**config.mk**
```make
export PLATFORM = sky130hd
export DESIGN_NAME = sdfa_spike_packer
export DESIGN_NICKNAME = d
export VERILOG_FILES = /design/src/rtl/sdfa_spike_packer.sv
export SDC_FILE = /design/constraint.sdc
export NUM_CORES = 2
export LEC_CHECK = 0
export CAP_MARGIN = 10
export CORE_MARGIN = 1.5
export CORE_UTILIZATION = 43
export CTS_CLUSTER_SIZE = 10
export DETAILED_ROUTE_END_ITERATION = 12
export PLACE_DENSITY = 0.57
export RECOVER_POWER = 50
export SKIP_LAST_GASP = 1
export SYNTH_ARGS = -nofsm -noshare
export SYNTH_HDL_FRONTEND = slang
export SYNTH_SLANG_ARGS = --single-unit
export TNS_END_PERCENT = 20
```
**constraint.sdc**
```tcl
create_clock -name CLK -period 14.55 [get_ports CLK]
set_clock_uncertainty 0.15 [all_clocks]
set_input_delay 2.91 -clock CLK [delete_from_list [all_inputs] [get_ports CLK]]
set_output_delay 2.91 -clock CLK [all_outputs]
set_load 0.1 [all_outputs]
```
**src/rtl/sdfa_spike_packer.sv**
```systemverilog
// sdfa_spike_packer
// Packs a serial spike stream LSB-first into words of 1, 2, 4 or 8 bits,
// buffers one image of up to 256 words, then streams it to the downstream
// block on consecutive cycles once that block is ready.
//
// Ports
//   CLK              clock (rising edge)
//   RESET            synchronous active-high reset
//   CFG_VALID        load CFG_KEEP / CFG_NUM_WORDS (IDLE with empty buffer only)
//   CFG_KEEP[2:0]    word width code: 111=8, 011=4, 001=2, other=1 bit
//   CFG_NUM_WORDS    words per image minus 1
//   OUT_SPIKE_VALID  upstream spike qualifier
//   OUT_SPIKE        upstream serial spike
//   BACK_DONE        upstream end-of-image pulse
//   NEXT_READY       downstream block can accept an image
//   START            first-word strobe (with word 0 only)
//   EN               DATA_OUT qualifier
//   DATA_OUT[7:0]    packed spike word, zero-extended
//   IMG_READY        a full image is buffered (HOLD)
//   ERR_OVF          sticky overflow/overrun flag
//   SPIKE_COUNT      (optional) saturating count of accepted 1-spikes
//
// Build option: define SDFA_PACKER_SPIKE_COUNT_EN to add SPIKE_COUNT.

module sdfa_spike_packer (
    input  logic       CLK,
    input  logic       RESET,
    input  logic       CFG_VALID,
    input  logic [2:0] CFG_KEEP,
    input  logic [7:0] CFG_NUM_WORDS,
    input  logic       OUT_SPIKE_VALID,
    input  logic       OUT_SPIKE,
    input  logic       BACK_DONE,
    input  logic       NEXT_READY,
    output logic       START,
    output logic       EN,
    output logic [7:0] DATA_OUT,
    output logic       IMG_READY,
    output logic       ERR_OVF
`ifdef SDFA_PACKER_SPIKE_COUNT_EN
    ,
    output logic [15:0] SPIKE_COUNT
`endif
);

    localparam int unsigned DATA_W = 8;
    localparam int unsigned DEPTH  = 256;
    localparam int unsigned ADDR_W = 8;
    localparam int unsigned CNT_W  = 9;
    localparam int unsigned BIT_W  = 4;
`ifdef SDFA_PACKER_SPIKE_COUNT_EN
    localparam int unsigned SCNT_W = 16;
`endif

    typedef enum logic [2:0] {
        IDLE,
        FILL,
        PAD,
        HOLD,
        STREAM
    } state_t;

    state_t state_q, state_d;

    logic [2:0]        cfg_keep_q;
    logic [ADDR_W-1:0] cfg_nw_q;
    logic [BIT_W-1:0]  bit_cnt_q, bit_cnt_d;
    logic [CNT_W-1:0]  word_cnt_q, word_cnt_d;
    logic [DATA_W-1:0] shift_q, shift_d;
    logic [ADDR_W-1:0] rd_idx_q, rd_idx_d;

    logic              start_d, en_d, img_ready_d, ovf_d;
    logic [DATA_W-1:0] dout_d;

    logic              wr_en;
    logic [ADDR_W-1:0] wr_addr;
    logic [DATA_W-1:0] wr_data;

    logic [DATA_W-1:0] mem [DEPTH];

    logic [BIT_W-1:0]  word_w;
    logic [CNT_W-1:0]  total;
    logic              full;
    logic              accept;
    logic [DATA_W-1:0] packed_word;
    logic [BIT_W-1:0]  bits_after;
    logic [CNT_W-1:0]  words_after;
    logic              cfg_load;

    // Word width decode from the configured keep code
    always_comb begin
        word_w = BIT_W'(1);
        case (cfg_keep_q)
            3'b111:  word_w = BIT_W'(8);
            3'b011:  word_w = BIT_W'(4);
            3'b001:  word_w = BIT_W'(2);
            default: word_w = BIT_W'(1);
        endcase
    end

    assign total    = CNT_W'(cfg_nw_q) + CNT_W'(1);
    assign full     = (word_cnt_q == total);
    assign cfg_load = CFG_VALID && (state_q == IDLE) &&
                      (word_cnt_q == '0) && (bit_cnt_q == '0);

    // FSM state register
    always_ff @(posedge CLK) begin
        if (RESET) begin
            state_q <= IDLE;
        end else begin
            state_q <= state_d;
        end
    end

    // Next-state, packing, buffer write and stream output decode
    always_comb begin
        state_d     = state_q;
        bit_cnt_d   = bit_cnt_q;
        word_cnt_d  = word_cnt_q;
        shift_d     = shift_q;
        rd_idx_d    = rd_idx_q;
        start_d     = 1'b0;
        en_d        = 1'b0;
        dout_d      = '0;
        ovf_d       = ERR_OVF;
        wr_en       = 1'b0;
        wr_addr     = word_cnt_q[ADDR_W-1:0];
        wr_data     = '0;
        accept      = 1'b0;
        packed_word = shift_q;
        bits_after  = bit_cnt_q;
        words_after = word_cnt_q;

        // Spikes land only while an image is open and not yet full
        accept = OUT_SPIKE_VALID &&
                 ((state_q == IDLE) || ((state_q == FILL) && !full));
        if (OUT_SPIKE_VALID && !accept) begin
            ovf_d = 1'b1;
        end
        if (accept) begin
            packed_word = shift_q | (DATA_W'(OUT_SPIKE) << bit_cnt_q);
            bits_after  = bit_cnt_q + BIT_W'(1);
        end

        case (state_q)
            IDLE, FILL: begin
                // Complete word, or zero-padded partial word at end of image
                if ((accept && (bits_after == word_w)) ||
                    ((state_q == FILL) && BACK_DONE && (bits_after != '0))) begin
                    wr_en       = 1'b1;
                    wr_data     = packed_word;
                    shift_d     = '0;
                    bit_cnt_d   = '0;
                    words_after = word_cnt_q + CNT_W'(1);
                end else begin
                    shift_d   = packed_word;
                    bit_cnt_d = bits_after;
                end
                word_cnt_d = words_after;
                if (state_q == IDLE) begin
                    if (accept) begin
                        state_d = FILL;
                    end
                end else if (BACK_DONE) begin
                    state_d = (words_after < total) ? PAD : HOLD;
                end
            end
            PAD: begin
                wr_en      = 1'b1;
                wr_data    = '0;
                word_cnt_d = word_cnt_q + CNT_W'(1);
                if ((word_cnt_q + CNT_W'(1)) == total) begin
                    state_d = HOLD;
                end
            end
            HOLD: begin
                if (NEXT_READY) begin
                    state_d  = STREAM;
                    rd_idx_d = '0;
                    en_d     = 1'b1;
                    start_d  = 1'b1;
                    dout_d   = mem[0];
                end
            end
            STREAM: begin
                // rd_idx_q is the word currently on DATA_OUT
                if (rd_idx_q == cfg_nw_q) begin
                    state_d    = IDLE;
                    word_cnt_d = '0;
                    bit_cnt_d  = '0;
                    shift_d    = '0;
                    rd_idx_d   = '0;
                end else begin
                    rd_idx_d = ADDR_W'(rd_idx_q + ADDR_W'(1));
                    en_d     = 1'b1;
                    dout_d   = mem[ADDR_W'(rd_idx_q + ADDR_W'(1))];
                end
            end
            default: begin
                state_d = IDLE;
            end
        endcase

        img_ready_d = (state_d == HOLD);
    end

    // Datapath and registered outputs
    always_ff @(posedge CLK) begin
        if (RESET) begin
            cfg_keep_q <= 3'b111;
            cfg_nw_q   <= ADDR_W'(31);
            bit_cnt_q  <= '0;
            word_cnt_q <= '0;
            shift_q    <= '0;
            rd_idx_q   <= '0;
            START      <= 1'b0;
            EN         <= 1'b0;
            DATA_OUT   <= '0;
            IMG_READY  <= 1'b0;
            ERR_OVF    <= 1'b0;
        end else begin
            if (cfg_load) begin
                cfg_keep_q <= CFG_KEEP;
                cfg_nw_q   <= CFG_NUM_WORDS;
            end
            bit_cnt_q  <= bit_cnt_d;
            word_cnt_q <= word_cnt_d;
            shift_q    <= shift_d;
            rd_idx_q   <= rd_idx_d;
            START      <= start_d;
            EN         <= en_d;
            DATA_OUT   <= dout_d;
            IMG_READY  <= img_ready_d;
            ERR_OVF    <= ovf_d;
        end
    end

    // Image buffer; contents need no reset
    always_ff @(posedge CLK) begin
        if (wr_en) begin
            mem[wr_addr] <= wr_data;
        end
    end

`ifdef SDFA_PACKER_SPIKE_COUNT_EN
    // Saturating count of accepted 1-spikes in the current image
    always_ff @(posedge CLK) begin
        if (RESET) begin
            SPIKE_COUNT <= '0;
        end else if ((state_q == STREAM) && (state_d == IDLE)) begin
            SPIKE_COUNT <= '0;
        end else if (accept && OUT_SPIKE && (SPIKE_COUNT != {SCNT_W{1'b1}})) begin
            SPIKE_COUNT <= SPIKE_COUNT + SCNT_W'(1);
        end
    end
`endif

endmodule
```
==> metrics.md <==
| Metric | Value |
|---|---|
| Clock network power share | 0.418 |
| CP bufs+invs | 3 |
| Post-synthesis mux area share | 0.167 |
| Synthesized cell area | 83,200 um^2 |
| Placed insts | 6,335 |
| CTS max path bufs | 3 |
| Clock Tree Root | clkbuf_16 |
| Period utilization | 0.696 |
| Grt total ovfl | 0 |
| Clk pin slew, worst setup/hold paths | 50 ps |
| Flop pwr share | 0.544 |
| Leakage | ~29 nW |
| CP max FO | between 70 and 80 |
| Drt via density | 6.03 |
| Cell count after synthesis | 3,939 |
| Critical Path End Type | flop |
| Worst min path class | reg -> reg |
| Worst R2R End | mem[180][4]$_DFFE_PP_ |
| Area after DPL | 86,200 um^2 |
| Core Area | 192,000 um^2 |
| CP startpoint kind | input port |
| Die width | 443 um |
| Main combinational cell family by area after synthesis | multiplexers |
| Peak VDD IR | 0.000108 V |
| Slew margin rel. | -1.58 |
| Detailed placement HPWL | 127,000 um |
| Status | finished with violations |
| WP depth | 8 |
| Combinational share of power | 0.038 |
| Final Hold Violating Endpoints | 0 |
| Crit path from | BACK_DONE |
| FMAX | around 99 MHz |
| PD cells | 133 nW/um^2 |
| Synthesized flop and latch total | ~2,100 |
| Synth Area per Inst | 21.1 um^2 |
| Post-Synth Adder-Cell Area | 0.00240 |
| Delay-heaviest family, CP | buffers and inverters |
| FILL cells | 15,500 |
| Pin count of the biggest net entering global routing | 172 |
| CP Capture Point | mem[180][4]$_DFFE_PP_ |
| Total power | ~12 mW |
| Gpl congestion | roughly 0.84 |
| Switch Pwr | 2.64 mW |
| Most common cell after layout, fill and taps aside | edfxtp_1 |
| Final wirelength | 216,000 um |
| Setup violators final | 0 |
| RSZ-0062 raised after global routing | no |
| H-tree levels | 4 |
| Min Tclk post-route | 10,130 ps |
| Largest stage delay on the critical path | 2110 ps |
| Routed WL per cell | 32.4 um |
| Detail Route Antenna Nets | 0 |
| DR iter-0 viols | 5,131 |
| Total number of vias | approximately 40,000 |
| Syn nets | 3,973 |
| Worst-Margin Slew | 3870 ps |
| Max_cap viols | 29 |
| Top FF cell, synth | edfxtp_1 |
| Sink Count | 2,103 |
| Post-synthesis xor/xnor area fraction | 0.00609 |
| Design area | 92,400 um^2 |
| FF-to-FF Start | cfg_nw_q[0]$_SDFFE_PP1P_ |
| Worst endpoint required time | 14,940 ps |
| Setup slack, reg-to-reg | 5420 ps |
| TritonCTS buffer count | 232 |
| Antenna violations before repair | 3 |
| Critical path type | in -> reg |
| Slew Limit Fails | 1,263 |
| Final Non-Filler Cells | 6,648 |
| Yosys cell types | 82 |
| Hold-fix buffers at CTS | 0 |
| Postcts setup bufs | 0 |
| # IOs | 30 |
| CP max-delay cell | clkbuf_1 |
| Vias in the first global route | 40,600 |
| GRT Total Usage | 0.221 |
| Synth Area in Simple Gates | 0.0384 |
| Seq/Total Area, Yosys | 0.752 |
| Die H | 443 um |
| P&R area growth vs syn | 11.0% |
| DRT Pass-1 Iters | 6 |
| Internal | between 9 and 10 mW |
| Layout cells sized above 1 | 0.232 |
| First-pass GRT wire length | 311,000 um |
| FFs w/ async S/R, synth | 0 |
| CTS tree | done |
| Failing checks | max-capacitance violations, max-slew violations |
| # port buffers | 29 |
| Complex-gate fraction of the synthesized area | 0.0172 |
| Post_cts resized | 0 |
| Row cnt | around 160 |
| Logic depth of the worst register-to-register path | 10 |
| Starting Density | 0.433 |
| Yosys warns | 0 |
| Most frequent cells in the layout | edfxtp_1 (2,048), mux4_2 (614), nor2_1 (332), clkbuf_16 (232), nand2_1 (173) |
| Residual DRC | 0 |
| WP data arrival | between 10,000 and 15,000 ps |
| Post-synth EDFFs | 2,048 |
| Sw Share | 0.214 |
| Worst-Skew Late Latency | a little under 900 ps |
| Hold_ws | 323 ps |
| Area of the die | 196,000 um^2 |
| # nets final | 4,077 |
| Worst path cell trace | dlygate4sd3_1, nand2_1, a311o_1, and4b_1, nor2_1, o21a_1, clkbuf_1, buf_4 |
## cell type report
| cell class | count | area (um^2) | share of cell area |
|---|---|---|---|
| diodes | 3 | 7.51 | 0.0000813 |
| clock buffers | 286 | 6030 | 0.0653 |
| clock inverters | 24 | 348 | 0.00377 |
| inverters | 23 | 86.3 | 0.000935 |
| multi-input cells | 1581 | 19300 | 0.209 |
| flip-flops and latches | 2103 | 62600 | 0.678 |
| well taps | 2526 | 3160 | 0.0342 |
| repair buffers | 102 | 841 | 0.00910 |
## worst reg2reg max path, cell delays in order (launching register included)
cell and delay [ps]:
dfxtp_1 550, ha_1 380, nand3_2 180, nor3_1 460
xnor2_1 230, o2111ai_1 260, and4b_1 380, nor2_1 1100
o21a_1 1910, clkbuf_1 2120, buf_4 990
## stage by stage
stage	util	worst slack [ps]	TNS [ps]
finish	0.480	4420	0
global route	0.480	3930	0
CTS	0.481	7860	0
detailed placement	0.448	6940	0
global placement	0.448	7000	0
floorplan	-	-919	-470720
## power by group through the flow
stage	clock network [mW]	registers, mW	logic (mW)
CTS	5.22	6.69	0.485
floorplan	0	6.81	0.328
finish	5.14	6.70	0.468
global placement	0	6.81	0.485
global route	5.45	6.70	0.503
detailed placement	0	6.81	0.483
## registers in the layout (all words and copies together), names as in the netlist
signal and count:
mem 2048, word_cnt_q 9, DATA_OUT 8, cfg_nw_q 8, rd_idx_q 8, shift_q 8
bit_cnt_q 4, cfg_keep_q 3, state_q 3, EN 1, ERR_OVF 1, IMG_READY 1
START 1
## synthesized netlist by cell type, drive strengths merged (23+ instances only)
library cell / number / area [um^2]
nor3: 28 / 155
mux4: 614 / 13800
a22oi: 30 / 225
o21ai: 24 / 131
nor2: 333 / 1260
nand3: 66 / 495
inv: 23 / 86.3
buf: 148 / 968
edfxtp: 2048 / 61500
a21oi: 28 / 144
clkbuf: 84 / 315
xnor2: 31 / 287
and3: 26 / 163
nand2: 173 / 652
a31oi: 23 / 144
dfxtp: 55 / 1100
## worst min-delay path by stage
stage | startpoint | slack, ps | endpoint | cells past startpoint
after global routing | ERR_OVF$_SDFFE_PP0P_ | 350 | ERR_OVF$_SDFFE_PP0P_ | 2
after global placement | ERR_OVF$_SDFFE_PP0P_ | 310 | ERR_OVF$_SDFFE_PP0P_ | 2
after detailed placement | shift_q[1]$_SDFFE_PP0P_ | 320 | shift_q[1]$_SDFFE_PP0P_ | 1
after floorplan | shift_q[0]$_SDFFE_PP0P_ | 280 | shift_q[0]$_SDFFE_PP0P_ | 1
final | shift_q[0]$_SDFFE_PP0P_ | 320 | shift_q[0]$_SDFFE_PP0P_ | 1
after CTS | ERR_OVF$_SDFFE_PP0P_ | 340 | ERR_OVF$_SDFFE_PP0P_ | 2
## routing by layer
| layer | track usage | vias up | wire [um] |
|---|---|---|---|
| met5 | 0 | - | 0 |
| met4 | 0.0598 | 0 | 5120 |
| met3 | 0.0398 | 267 | 15600 |
| met2 | 0.341 | 1713 | 102000 |
| met1 | 0.325 | 21600 | 92500 |
| li1 | - | 16500 | - |
## kinds of logic after synthesis
logic type / Yosys count
AOI/OAI and AO/OA: 194
xor gates and xnor gates: 52
adders and majority gates: 16
buffers and inverters: 255
DFF: 2103
muxes: 625
and+or+nand+nor: 694
Note: power is estimated with default switching activity, not from simulation.
